`src/rtl/tank_pkg.sv`:
```
// Shared constants and types for the tank keyboard command path: direction
// codes, PS/2 framing bytes, arrow scan codes and the FSM state encodings.
package tank_pkg;

    localparam logic [1:0] DIR_UP    = 2'd0;
    localparam logic [1:0] DIR_DOWN  = 2'd1;
    localparam logic [1:0] DIR_LEFT  = 2'd2;
    localparam logic [1:0] DIR_RIGHT = 2'd3;

    localparam int CMD_VALID = 2;

    localparam logic [7:0] PS2_BREAK = 8'hF0;
    localparam logic [7:0] PS2_EXT   = 8'hE0;

    localparam logic [7:0] PS2_ARROW_UP    = 8'h75;
    localparam logic [7:0] PS2_ARROW_DOWN  = 8'h72;
    localparam logic [7:0] PS2_ARROW_LEFT  = 8'h6B;
    localparam logic [7:0] PS2_ARROW_RIGHT = 8'h74;

    typedef enum logic [1:0] {
        DEC_BASE    = 2'd0,
        DEC_BRK     = 2'd1,
        DEC_EXT     = 2'd2,
        DEC_EXT_BRK = 2'd3
    } dec_state_t;

    typedef enum logic [1:0] {
        CMD_IDLE  = 2'd0,
        CMD_READY = 2'd1,
        CMD_ISSUE = 2'd2,
        CMD_BUSY  = 2'd3
    } cmd_state_t;

    typedef struct packed {
        logic       hit;
        logic [1:0] dir;
    } key_hit_t;

    // Fixed priority among held keys: up > down > left > right.
    function automatic logic [1:0] prio_dir(input logic [3:0] held);
        if (held[0])
            return DIR_UP;
        else if (held[1])
            return DIR_DOWN;
        else if (held[2])
            return DIR_LEFT;
        else
            return DIR_RIGHT;
    endfunction

endpackage

```
`src/rtl/tank_key_commander_ps2_key_tracker.sv`:
```
// PS/2 scan decoder: tracks held movement keys and the most recent make code.
// Define TANK_ARROW_KEYS_EN to also accept E0-prefixed arrow keys.
module ps2_key_tracker #(
    parameter logic [7:0] KEY_UP    = 8'h1D,
    parameter logic [7:0] KEY_DOWN  = 8'h1B,
    parameter logic [7:0] KEY_LEFT  = 8'h1C,
    parameter logic [7:0] KEY_RIGHT = 8'h23
) (
    input  logic       clk,
    input  logic       resetn,
    input  logic       scan_valid,
    input  logic [7:0] scan_code,
    input  logic       clr_pending,
    output logic [3:0] held_keys,
    output logic       pend_valid,
    output logic [1:0] pend_dir
);
    import tank_pkg::*;

`ifdef TANK_ARROW_KEYS_EN
    localparam bit ARROWS_EN = 1'b1;
`else
    localparam bit ARROWS_EN = 1'b0;
`endif

    dec_state_t state;
    key_hit_t   wasd_hit;
    key_hit_t   arrow_hit;
    logic       load_pend;
    logic [1:0] load_dir;

    function automatic key_hit_t lookup_wasd(input logic [7:0] code);
        key_hit_t r;
        r = '{hit: 1'b0, dir: DIR_UP};
        if (code == KEY_UP)
            r = '{hit: 1'b1, dir: DIR_UP};
        else if (code == KEY_DOWN)
            r = '{hit: 1'b1, dir: DIR_DOWN};
        else if (code == KEY_LEFT)
            r = '{hit: 1'b1, dir: DIR_LEFT};
        else if (code == KEY_RIGHT)
            r = '{hit: 1'b1, dir: DIR_RIGHT};
        return r;
    endfunction

    function automatic key_hit_t lookup_arrow(input logic [7:0] code);
        key_hit_t r;
        r = '{hit: 1'b0, dir: DIR_UP};
        if (code == PS2_ARROW_UP)
            r = '{hit: 1'b1, dir: DIR_UP};
        else if (code == PS2_ARROW_DOWN)
            r = '{hit: 1'b1, dir: DIR_DOWN};
        else if (code == PS2_ARROW_LEFT)
            r = '{hit: 1'b1, dir: DIR_LEFT};
        else if (code == PS2_ARROW_RIGHT)
            r = '{hit: 1'b1, dir: DIR_RIGHT};
        return r;
    endfunction

    always_comb begin
        wasd_hit  = lookup_wasd(scan_code);
        arrow_hit = lookup_arrow(scan_code);
        load_pend = 1'b0;
        load_dir  = wasd_hit.dir;
        if (scan_valid) begin
            if (state == DEC_BASE && scan_code != PS2_BREAK && scan_code != PS2_EXT
                && wasd_hit.hit) begin
                load_pend = 1'b1;
                load_dir  = wasd_hit.dir;
            end else if (ARROWS_EN && state == DEC_EXT && scan_code != PS2_BREAK
                         && arrow_hit.hit) begin
                load_pend = 1'b1;
                load_dir  = arrow_hit.dir;
            end
        end
    end

    always_ff @(posedge clk) begin
        if (!resetn) begin
            state     <= DEC_BASE;
            held_keys <= 4'b0000;
        end else if (scan_valid) begin
            case (state)
                DEC_BASE: begin
                    if (scan_code == PS2_BREAK)
                        state <= DEC_BRK;
                    else if (scan_code == PS2_EXT)
                        state <= DEC_EXT;
                    else if (wasd_hit.hit)
                        held_keys[wasd_hit.dir] <= 1'b1;
                end
                DEC_BRK: begin
                    if (wasd_hit.hit)
                        held_keys[wasd_hit.dir] <= 1'b0;
                    state <= DEC_BASE;
                end
                DEC_EXT: begin
                    if (scan_code == PS2_BREAK) begin
                        state <= DEC_EXT_BRK;
                    end else begin
                        if (ARROWS_EN && arrow_hit.hit)
                            held_keys[arrow_hit.dir] <= 1'b1;
                        state <= DEC_BASE;
                    end
                end
                DEC_EXT_BRK: begin
                    if (ARROWS_EN && arrow_hit.hit)
                        held_keys[arrow_hit.dir] <= 1'b0;
                    state <= DEC_BASE;
                end
                default: state <= DEC_BASE;
            endcase
        end
    end

    // A make code arriving in the same cycle as an issue wins over the clear.
    always_ff @(posedge clk) begin
        if (!resetn)
            pend_valid <= 1'b0;
        else if (load_pend)
            pend_valid <= 1'b1;
        else if (clr_pending)
            pend_valid <= 1'b0;
    end

    always_ff @(posedge clk) begin
        if (load_pend)
            pend_dir <= load_dir;
    end

endmodule

```
`src/rtl/tank_key_commander.sv`:
```
// Keyboard-to-tank command initiator: issues direction commands and waits for
// the tank's moving acknowledge. TANK_ARROW_KEYS_EN enables arrow keys.
module tank_key_commander #(
    parameter logic [7:0] KEY_UP      = 8'h1D,
    parameter logic [7:0] KEY_DOWN    = 8'h1B,
    parameter logic [7:0] KEY_LEFT    = 8'h1C,
    parameter logic [7:0] KEY_RIGHT   = 8'h23,
    parameter int         ACK_TIMEOUT = 15
) (
    input  logic       clk,
    input  logic       resetn,
    input  logic       start,
    input  logic       scan_valid,
    input  logic [7:0] scan_code,
    input  logic       moving,
    output logic [2:0] direction,
    output logic [3:0] held_keys,
    output logic       ack_error
);
    import tank_pkg::*;

    localparam int CNT_W = $clog2(ACK_TIMEOUT);
    localparam logic [CNT_W-1:0] CNT_LAST = CNT_W'(ACK_TIMEOUT - 1);

    cmd_state_t       state;
    logic [CNT_W-1:0] cnt;
    logic             pend_valid;
    logic [1:0]       pend_dir;
    logic             issue_now;
    logic [1:0]       issue_dir;

    ps2_key_tracker #(
        .KEY_UP    (KEY_UP),
        .KEY_DOWN  (KEY_DOWN),
        .KEY_LEFT  (KEY_LEFT),
        .KEY_RIGHT (KEY_RIGHT)
    ) u_tracker (
        .clk         (clk),
        .resetn      (resetn),
        .scan_valid  (scan_valid),
        .scan_code   (scan_code),
        .clr_pending (issue_now),
        .held_keys   (held_keys),
        .pend_valid  (pend_valid),
        .pend_dir    (pend_dir)
    );

    // The latest make code takes precedence over the held-key priority.
    always_comb begin
        issue_dir = pend_valid ? pend_dir : prio_dir(held_keys);
        issue_now = (state == CMD_READY) && (pend_valid || (held_keys != 4'b0000));
    end

    always_ff @(posedge clk) begin
        if (!resetn) begin
            state     <= CMD_IDLE;
            direction <= 3'b000;
            ack_error <= 1'b0;
            cnt       <= '0;
        end else begin
            ack_error <= 1'b0;
            case (state)
                CMD_IDLE: begin
                    if (start)
                        state <= CMD_READY;
                end
                CMD_READY: begin
                    if (issue_now) begin
                        direction <= {1'b1, issue_dir};
                        cnt       <= '0;
                        state     <= CMD_ISSUE;
                    end
                end
                CMD_ISSUE: begin
                    if (moving) begin
                        direction <= 3'b000;
                        state     <= CMD_BUSY;
                    end else if (cnt == CNT_LAST) begin
                        direction <= 3'b000;
                        ack_error <= 1'b1;
                        state     <= CMD_READY;
                    end else begin
                        cnt <= cnt + 1'b1;
                    end
                end
                CMD_BUSY: begin
                    if (!moving)
                        state <= CMD_READY;
                end
                default: state <= CMD_IDLE;
            endcase
        end
    end

endmodule

```
`config.mk`:
```
export PLATFORM = sky130hd
export DESIGN_NAME = tank_key_commander
export DESIGN_NICKNAME = d
export VERILOG_FILES = /design/src/rtl/tank_pkg.sv /design/src/rtl/tank_key_commander_ps2_key_tracker.sv /design/src/rtl/tank_key_commander.sv
export SDC_FILE = /design/constraint.sdc
export NUM_CORES = 1
export LEC_CHECK = 0
export ABC_AREA = 0
export CELL_PAD_IN_SITES_DETAIL_PLACEMENT = 1
export CELL_PAD_IN_SITES_GLOBAL_PLACEMENT = 1
export CORE_MARGIN = 2
export CORE_UTILIZATION = 38
export CTS_BUF_LIST = sky130_fd_sc_hd__clkbuf_16
export DETAILED_ROUTE_END_ITERATION = 10
export PLACE_DENSITY_LB_ADDON = 0.1
export SETUP_SLACK_MARGIN = 0.3
export SLEW_MARGIN = 20
export SYNTH_ARGS = -nofsm -noshare
export SYNTH_HDL_FRONTEND = slang
export SYNTH_SLANG_ARGS = --single-unit
```
`constraint.sdc`:
```
create_clock -name clk -period 1.9 [get_ports clk]
set_input_delay 0.38 -clock clk [delete_from_list [all_inputs] [get_ports clk]]
set_output_delay 0.38 -clock clk [all_outputs]
set_load 0.005 [all_outputs]
```
==> impl_results.md <==
- Synth top area cells: dfxtp_1 30%, mux2i_1 8.9%, ha_1 7.8%, edfxtp_1 5.4%, nand2_1 5.0%
- Worst-Skew Late Latency: 0.25 ns
- Routed WL: 2.91 mm
- Top Family by Delay on Critical Path: buffers and inverters
- Slowest stage delay, CP: 0.54 ns
- Clock Sinks: 19
- Die height: 58.3 um
- Post-Route Setup TNS: 0 ns
- Seq/Total Area, Yosys: 35.8%
- Clock transition at path regs: 0.05 ns
- Leakage: 0.000644 uW
- GRT met2 Usage: 32.1%
- Finished Core Util: 56.4%
- Final hold vios: 0
- Synth warn: 0
- Worst path slowest cell: clkdlybuf4s50_1
- Core box area: 2780 um2
- Syn Inst Count: 128
- Hold crit path type: reg2reg
- Status: finished, final reports clean
- Crit Path Class: reg2out
- Layout area overhead: 40.3%
- Syn nets: 148
- Detail Placement HPWL: 2.10 mm
- Layer with the highest usage: met2
- Post-synth top flop: dfxtp_1
- WHS: 0.459 ns
- Post-synth EDFFs: 2
- Syn avg cell area: 8.74 um2
- Post-DR wirelength/cell: 15.5 um
- Routability cong.: 0.787
- Synth top cells by count: 17 x dfxtp_1, 15 x nand2_1, 10 x mux2i_1, 8 x inv_1, 8 x nand2b_1
- Finish-stage setup viols: 0
- Max cap viols: 0
- Clock buffer count from CTS: 3
- Worst Max-Slew Pin Slew: 0.441 ns
- First drt pass iteration count: 4
- DRC Markers: 0
- Initial antenna violation count: 0
- Clock Tree Buf Depth: 2
- Vias: 1034
- Gr usage total: 19.4%
- Hold-fix buffers, CTS: 0
- Sequence of cells on the critical path: clkdlybuf4s50_1
- WP buf/inv: 1
- Peak supply drop: 0.631 mV
- Iter 0 DRT Violations: 26
- Final ANT Viol Nets: 0
- Final Max Tran Viols: 0
- Critical Path Sink Type: primary output
- Setup Skew: 0.00310 ns
- Startpoint Class: flop
- Vias in the first global route: 1076
- Critical Path AT: 1.21 ns
- Share of layout cells above drive strength 1: 24.2%
- Nets@finish: 178
- Port bufs: 20
- Post-synthesis cell type count: 36
- Yosys top cell area share: 30.4%
- Fin crit period: 1.59 ns
- Inserted Diodes: 0
- Cell Rows: 19
- Root Buffer: clkbuf_16
- CTS tree: built
- GR Layer Usage met3: 2.01%
- Fmax: 630 MHz
- Ratio of total power to cell area: 760 nW/um2
- Async set or reset register ratio after synthesis: 0%
- Dominant cell by count in the synthesized netlist: dfxtp_1
- Largest area contributor in the netlist: dfxtp_1
- Crit Reg-Reg Endpoint: direction[2]
- Die ar.: 3390 um2
- RSZ-0062 raised after global routing: yes
- First-pass GRT wire length: 4.98 mm
- Vias per cell: 5.50
- Grt ovf: 0
- CP max FO: 6
- R2R depth: 6
- Largest net degree at the start of global routing: 21
- Boundary pin count: 21
- Crit Reg-Reg Startpoint: state[1]
- Die Wd: 58.3 um
- Crit share post-route: 83.5%
- Crit path to: held_keys[2]
- Worst path depth: 1
- Routing usage on met1: 25.0%
- Slew HR: 70.3%
- Initial Utilization: 40.2%
- Yosys reg bits: 19
- Worst Path Required: 1.52 ns
- H-tree levels: 1
- Hold depth: 1
- Synth Cell Area: 1120 um2
- R2R setup slack: 0.41 ns
[what timing repair did]
action | 4_1_cts | 5_1_grt
resized for setup | 29 | 14
setup buffers | 0 | 1
gates cloned | 0 | 0
endpoints found under the setup margin | 22 | 15
pin swaps | 5 | 4
[worst min path at each step]
stage	startpoint	end	slack, ns
2_1_floorplan	cnt[3]	cnt[3]	0.44
3_3_place_gp	direction[1]	direction[1]	0.44
3_5_place_dp	direction[0]	direction[0]	0.45
4_1_cts	direction[0]	direction[0]	0.46
5_1_grt	direction[1]	direction[1]	0.49
6_report	direction[0]	direction[0]	0.46
[where the power goes]
group / internal, uW / switching, uW
logic: 151 / 166
clock network: 280 / 154
registers: 421 / 19.6
total: 853 / 339
[area by class of cell]
| cell class | count | area [um2] |
|---|---|---|
| Fill cell | 319 | 1210 |
| Tap cell | 31 | 38.8 |
| Timing Repair Buffer | 28 | 256 |
| Clock buffer | 3 | 75.1 |
| Clock inverter | 1 | 3.75 |
| Inverter | 8 | 30.0 |
| Multi-Input combinational cell | 98 | 759 |
| Sequential cell | 19 | 405 |
[cells in the final DEF (no fill, tap or decap), types with 2 or more instances in the layout]
master,count
nor3_1,2
clkbuf_16,3
o2bb2ai_1,2
buf_2,2
edfxtp_1,2
buf_4,7
nor2_1,5
o21a_1,2
nand2b_1,7
nand3_1,7
dfxtp_2,4
ha_1,5
a21oi_2,2
dlymetal6s2s_1,2
mux2i_1,10
nand3b_1,3
or3b_4,3
dlygate4sd2_1,3
o21ai_0,2
or2_4,2
inv_1,8
dfxtp_1,13
a21oi_1,2
buf_6,2
and3_1,3
nor2b_1,2
clkdlybuf4s50_1,12
nand2_1,15
[per-layer routing]
metal,vias to the layer above,share of wire (%)
met2,17,49
met5,-,0
li1,510,-
met1,502,47
met3,5,2.4
met4,0,1.9
[through the flow]
stage	worst slack, ns	area, um2	power (uW)	cells
final	0.313	1570	1190	188
after global placement	-0.146	1400	705	183
after global routing	0.277	1570	1260	188
after detailed placement	-0.139	1400	718	183
after floorplan	0.359	1120	614	128
after CTS	0.229	1510	1170	187
[cells by family after synthesis]
group / Yosys count / synth area share (%)
AOI/OAI and AO/OA: 20 / 12.3
adders and majority gates: 7 / 7.83
buffers and inverters: 11 / 3.69
DFF: 19 / 35.8
muxes: 10 / 8.95
and+or+nand+nor: 61 / 31.4
No activity file was read; power rests on OpenSTA's default activity.
==> RTL change 1: new RTL, same flow settings <==
Add a define of `TANK_ARROW_KEYS_EN`.
--- a/src/rtl/tank_key_commander_ps2_key_tracker.sv
+++ b/src/rtl/tank_key_commander_ps2_key_tracker.sv
@@ -2,2 +2,4 @@
 // Define TANK_ARROW_KEYS_EN to also accept E0-prefixed arrow keys.
+`define TANK_ARROW_KEYS_EN
+
 module ps2_key_tracker #(
Formal check against the unedited RTL: not equivalent (Yosys sat finds a counterexample within 4 cycles, from zero or initial values and one cycle with resetn low).
==> RTL change 1 against the original RTL <==
Sequential cell count unchanged; synthesized area rose by 16%; routed wire length increased by 46%; cell area up 29%; combinational power about the same; largest power group is now clock; power down 0.15%; cell count up 32%; maximum frequency down 12%; largest cell class unchanged; setup slack worse by 220 ps.
==> RTL change 1: results (changes against the original RTL) <==
| Metric | Value |
|---|---|
| Status | `completed` |
| # port buffers | `20 (unchanged)` |
| Placed cell count | `233 (+27%)` |
| Final Non-Filler Cells | `248 (+32%)` |
| Clock Skews | `5.19 ps (+2.10 ps)` |
| Final wirelength | `4.25 mm (+46%)` |
| Mapped Cells | `150 (+17%)` |
| Dpl cell area | `1740 µm² (+25%)` |
| Vias in the first global route | `1421 (+32%)` |
| Via/cell ratio | `5.41 (-1.7%)` |
| Static Leak | `0.740 nW (+15%)` |
| Worst EP arrival | `1990 ps (+780 ps)` |
| Reg-to-reg critical path endpoint | `state[1]$_SDFFE_PN0P_` |
| Syn nets | `170 (+15%)` |
| Place WS | `-446 ps (-307 ps)` |
| Layout cells sized above 1 | `41.6% (+17 points)` |
| Clk_lat worst skew | `250 ps (about the same)` |
| Largest net degree at the start of global routing | `18 (-14%)` |
| Count of cell types in the netlist | `44 (+22%)` |
| Placer Congestion | `0.762 (-3.1%)` |
| Minimum clock period | `1810 ps (+222 ps)` |
| Peak supply drop | `300 µV (-52%)` |
| Top cells by area, synth | `dfxtp_1, ha_1, nor2b_1` |
| FILL cells | `401 (+26%)` |
| GR Layer Usage met3 | `1.80% (-0.21 points)` |
| Fin nets | `223 (+25%)` |
| Crit path capture | `u_tracker.held_keys[0]$_SDFFE_PN0P_` |
| Largest regs | `cnt (4), u_tracker.held_keys (4), direction (3)` |
| GR Util met2 | `38.4% (+6.3 points)` |
| Global-route usage over all layers | `19.9% (+0.53 points)` |
| Worst slew pin tran | `512 ps (+70.4 ps)` |
| Detailed Route Iter0 Violations | `56 (+120%)` |
| Worst setup path startpoint | `scan_code[0]` |
| Clock Path Buffers | `2 (unchanged)` |
| Grt met1 use | `23.3% (-1.7 points)` |
| Worst-path clk slew | `60 ps` |
| Worst-path maximum fanout | `2 (-4)` |
| R2r startpoint | `state[0]$_SDFFE_PN0P_` |
| R2R setup slack | `270 ps (-140 ps)` |
| Post-synth top cells | `dfxtp_1, a21oi_1, nor2_1` |
| Pre-antenna DRT Iters | `4 (unchanged)` |
| First-pass GRT wire length | `6.49 mm (+30%)` |
| Post-detail-place hpwl | `2.88 mm (+37%)` |
| Sequential-to-total area share from yosys stat | `30.8% (-5.0 points)` |
==> RTL change 1: cell count changes after synthesis, moves of 3 or more <==
cell	before	now
nor2_1	5	11
a21boi_0	1	4
nor2b_1	2	10
nor3_1	3	6
nand3_1	7	4
mux2i_1	10	6
nand2_1	15	9
nand2b_1	8	4
a211o_1	0	3
a21oi_1	4	12
==> RTL change 1: layer usage <==
layer,wire [µm],vias up
li1,-,657
met1,1780,644
met2,2250,26
met3,82,14
met4,141,0
met5,0,-
==> RTL change 1: how the worst min path moves through the flow <==
stage                                     end                 startpoint  slack, ps  cells past startpoint
finish              direction[1]$_SDFFE_PN0P_  direction[1]$_SDFFE_PN0P_        520                      2
global route        direction[1]$_SDFFE_PN0P_  direction[1]$_SDFFE_PN0P_        560                      2
CTS                 direction[1]$_SDFFE_PN0P_  direction[1]$_SDFFE_PN0P_        530                      2
detailed placement  direction[1]$_SDFFE_PN0P_  direction[1]$_SDFFE_PN0P_        520                      2
global placement    direction[2]$_SDFFE_PN0P_  direction[2]$_SDFFE_PN0P_        490                      2
floorplan                 cnt[3]$_SDFFE_PN0P_        cnt[3]$_SDFFE_PN0P_        480                      2
==> RTL change 1: logic make-up after synthesis <==
| group | count (synthesis) | synth area share [%] |
|---|---|---|
| and+or+nand+nor | 68 | 30.4 |
| muxes | 6 | 4.62 |
| xor gates and xnor gates | 2 | 1.35 |
| buffers and inverters | 10 | 2.98 |
| DFF | 19 | 30.8 |
| adders and majority gates | 7 | 6.74 |
| AOI/OAI and AO/OA | 38 | 23.1 |
==> RTL change 1: what timing repair did <==
action | in CTS | in global routing
endpoints found under the setup margin | 18 | 20
gates cloned | 0 | 0
pin swaps | 18 | 11
setup buffers | 6 | 5
gates resized for setup | 46 | 21
==> RTL change 1: per-stage QoR <==
stage          util, %  TNS (ps)
3_3_place_gp      52.6     -3400
5_1_grt           61.1         0
4_1_cts           57.4         0
3_5_place_dp      52.6     -4000
6_report          61.1         0
2_1_floorplan        -         0
==> RTL change 1: cell type report <==
| cell class | instances | area share [%] |
|---|---|---|
| clock inverter | 1 | 0.309 |
| sequential | 19 | 20.3 |
| clock buffer | 3 | 3.71 |
| multi-input combinational | 121 | 49.6 |
| timing repair buffer | 52 | 21.8 |
| tap | 46 | 2.85 |
| inverter | 6 | 1.36 |
==> RTL change 1: worst max-delay path: stages <==
cell       delay, ps
buf_6             90
or3b_4           410
a2111oi_4        430
o211ai_2         120
a221oi_2         320
mux2i_1          220
==> RTL change 1: power by group <==
part | total, mW | internal (mW) | switching (mW)
Combinational | 0.318 | 0.161 | 0.157
Sequential | 0.433 | 0.416 | 0.0172
Clock | 0.439 | 0.285 | 0.154
Total | 1.19 | 0.862 | 0.328
==> RTL change 2: new RTL, config.mk and constraints unchanged <==
Made on the original files. Encoding of `cmd_state_t`: now Gray code (2 bits for 4 states).
--- a/src/rtl/tank_pkg.sv
+++ b/src/rtl/tank_pkg.sv
@@ -27,6 +27,6 @@
     typedef enum logic [1:0] {
-        CMD_IDLE  = 2'd0,
-        CMD_READY = 2'd1,
-        CMD_ISSUE = 2'd2,
-        CMD_BUSY  = 2'd3
+        CMD_IDLE  = 2'b00,
+        CMD_READY = 2'b01,
+        CMD_ISSUE = 2'b11,
+        CMD_BUSY  = 2'b10
     } cmd_state_t;
Check against the original RTL: same outputs for any inputs over 10 cycles, from zero or initial values and one cycle with resetn low; not proved beyond that.
==> RTL change 2 against the original RTL <==
Setup slack got worse by 50 ps; sequential cell count is the same; maximum frequency fell by 3.1%; synthesized cell count down 13%; via count down 3.1%; cell count is 4.8% lower; synthesized area shrank 13%; register-to-register slack lost 120 ps; cell area is 5.1% lower; routed wire length increased by 8.3%.
Power is not compared: it rests on default switching activity, and its combinational part moved more than twofold at a synthesized area within 25%.
==> RTL change 2: results (changes against the original RTL) <==
| Metric | Value |
|---|---|
| Status | `completed` |
| Synth Area in Adders | `2.57% (-5.3 points)` |
| Post-synthesis compound-gate area fraction | `18.5% (+6.2 points)` |
| R2r startpoint | `u_tracker.state[0]$_SDFFE_PN0P_` |
| Mapped Cells | `112 (-13%)` |
| Syn nets | `127 (-14%)` |
| First-pass GRT wire length | `4.52 mm (-9.3%)` |
| Worst EP arrival | `1820 ps (+610 ps)` |
| FF-to-FF path depth | `4 (-2)` |
| Worst-path maximum fanout | `4 (-2)` |
| Vias in the first global route | `999 (-7.2%)` |
| Setup bufs post-CTS | `2 (+2)` |
| Count of cell types in the netlist | `38 (+5.6%)` |
| CP endpoint kind | `flop` |
| Largest net degree at the start of global routing | `12 (-43%)` |
| Rel. slew slack | `78.0% (+7.8 points)` |
| Layout cells sized above 1 | `33.6% (+9.4 points)` |
| Top cells by area, synth | `dfxtp_1, edfxtp_1, a21oi_1` |
| Multiplexer share of the synthesized area | `2.05% (-6.9 points)` |
| # resized after CTS | `23 (-21%)` |
| Clock Path Buffers | `2 (unchanged)` |
| WHS Path Cells | `2 (+1)` |
| Sequential-to-total area share from yosys stat | `41.1% (+5.3 points)` |
| Global-route usage over all layers | `21.7% (+2.3 points)` |
| Placer Congestion | `0.772 (-1.8%)` |
| Post-detail-place hpwl | `1.98 mm (-5.7%)` |
| Post-synth top cells | `dfxtp_1, a21oi_1, nand2_1` |
| Final hold slack | `462 ps (+3.38 ps)` |
| Via/cell ratio | `5.60 (+1.8%)` |
## RTL change 2: changes by cell type after synthesis, sizes merged, moves of 3 or more
cell	before	now
a21oi	4	10
nand3b	3	6
nand3	7	3
ha	7	2
inv	8	5
nor2	6	2
mux2i	10	2
nand2	15	10
## RTL change 2: per-layer routing
metal	vias up	track usage, %	wire length (µm)
met1	485	24.9	1210
met2	27	38.7	1750
li1	484	-	-
met5	-	0	0
met3	6	5.19	124
met4	0	7.50	66
## RTL change 2: cell families (layout without fill, tap and decap cells)
family          count (synthesis)  count (layout)
compound gates                 29              29
xor+xnor                        1               1
fa+ha+maj                       2               2
buf+inv                        10              47
flops                          19              19
mux                             2               2
simple gates                   49              49
## RTL change 2: metrics by stage
| stage | util [%] | worst slack, ps | instance area (µm²) | setup TNS, ps |
|---|---|---|---|---|
| 3_5_place_dp | 51.7 | -172 | 1270 | -713 |
| 2_1_floorplan | - | 266 | 975 | 0 |
| 4_1_cts | 56.9 | 252 | 1400 | 0 |
| 5_1_grt | 60.7 | 188 | 1490 | 0 |
| 3_3_place_gp | 51.7 | -134 | 1270 | -401 |
| 6_report | 60.7 | 263 | 1490 | 0 |
## RTL change 2: final cells by class
cell class	count	area [µm²]
fill	288	966
clock buffer	3	75.1
multi-input combinational	83	631
timing repair buffer	37	312
tap	30	37.5
sequential	19	407
inverter	6	22.5
clock inverter	1	5.00
## RTL change 2: power by group
| part | switching [mW] | internal (mW) | total, mW |
|---|---|---|---|
| sequential | 0.00451 | 0.406 | 0.410 |
| clock | 0.152 | 0.282 | 0.435 |
| combinational | 0.0429 | 0.0472 | 0.0901 |
| total | 0.200 | 0.735 | 0.935 |
## RTL change 2: worst max-delay path: stages
cell and delay (ps):
buf_6 90, or2_4 240, or3_4 420, or4_4 550, a21oi_2 140
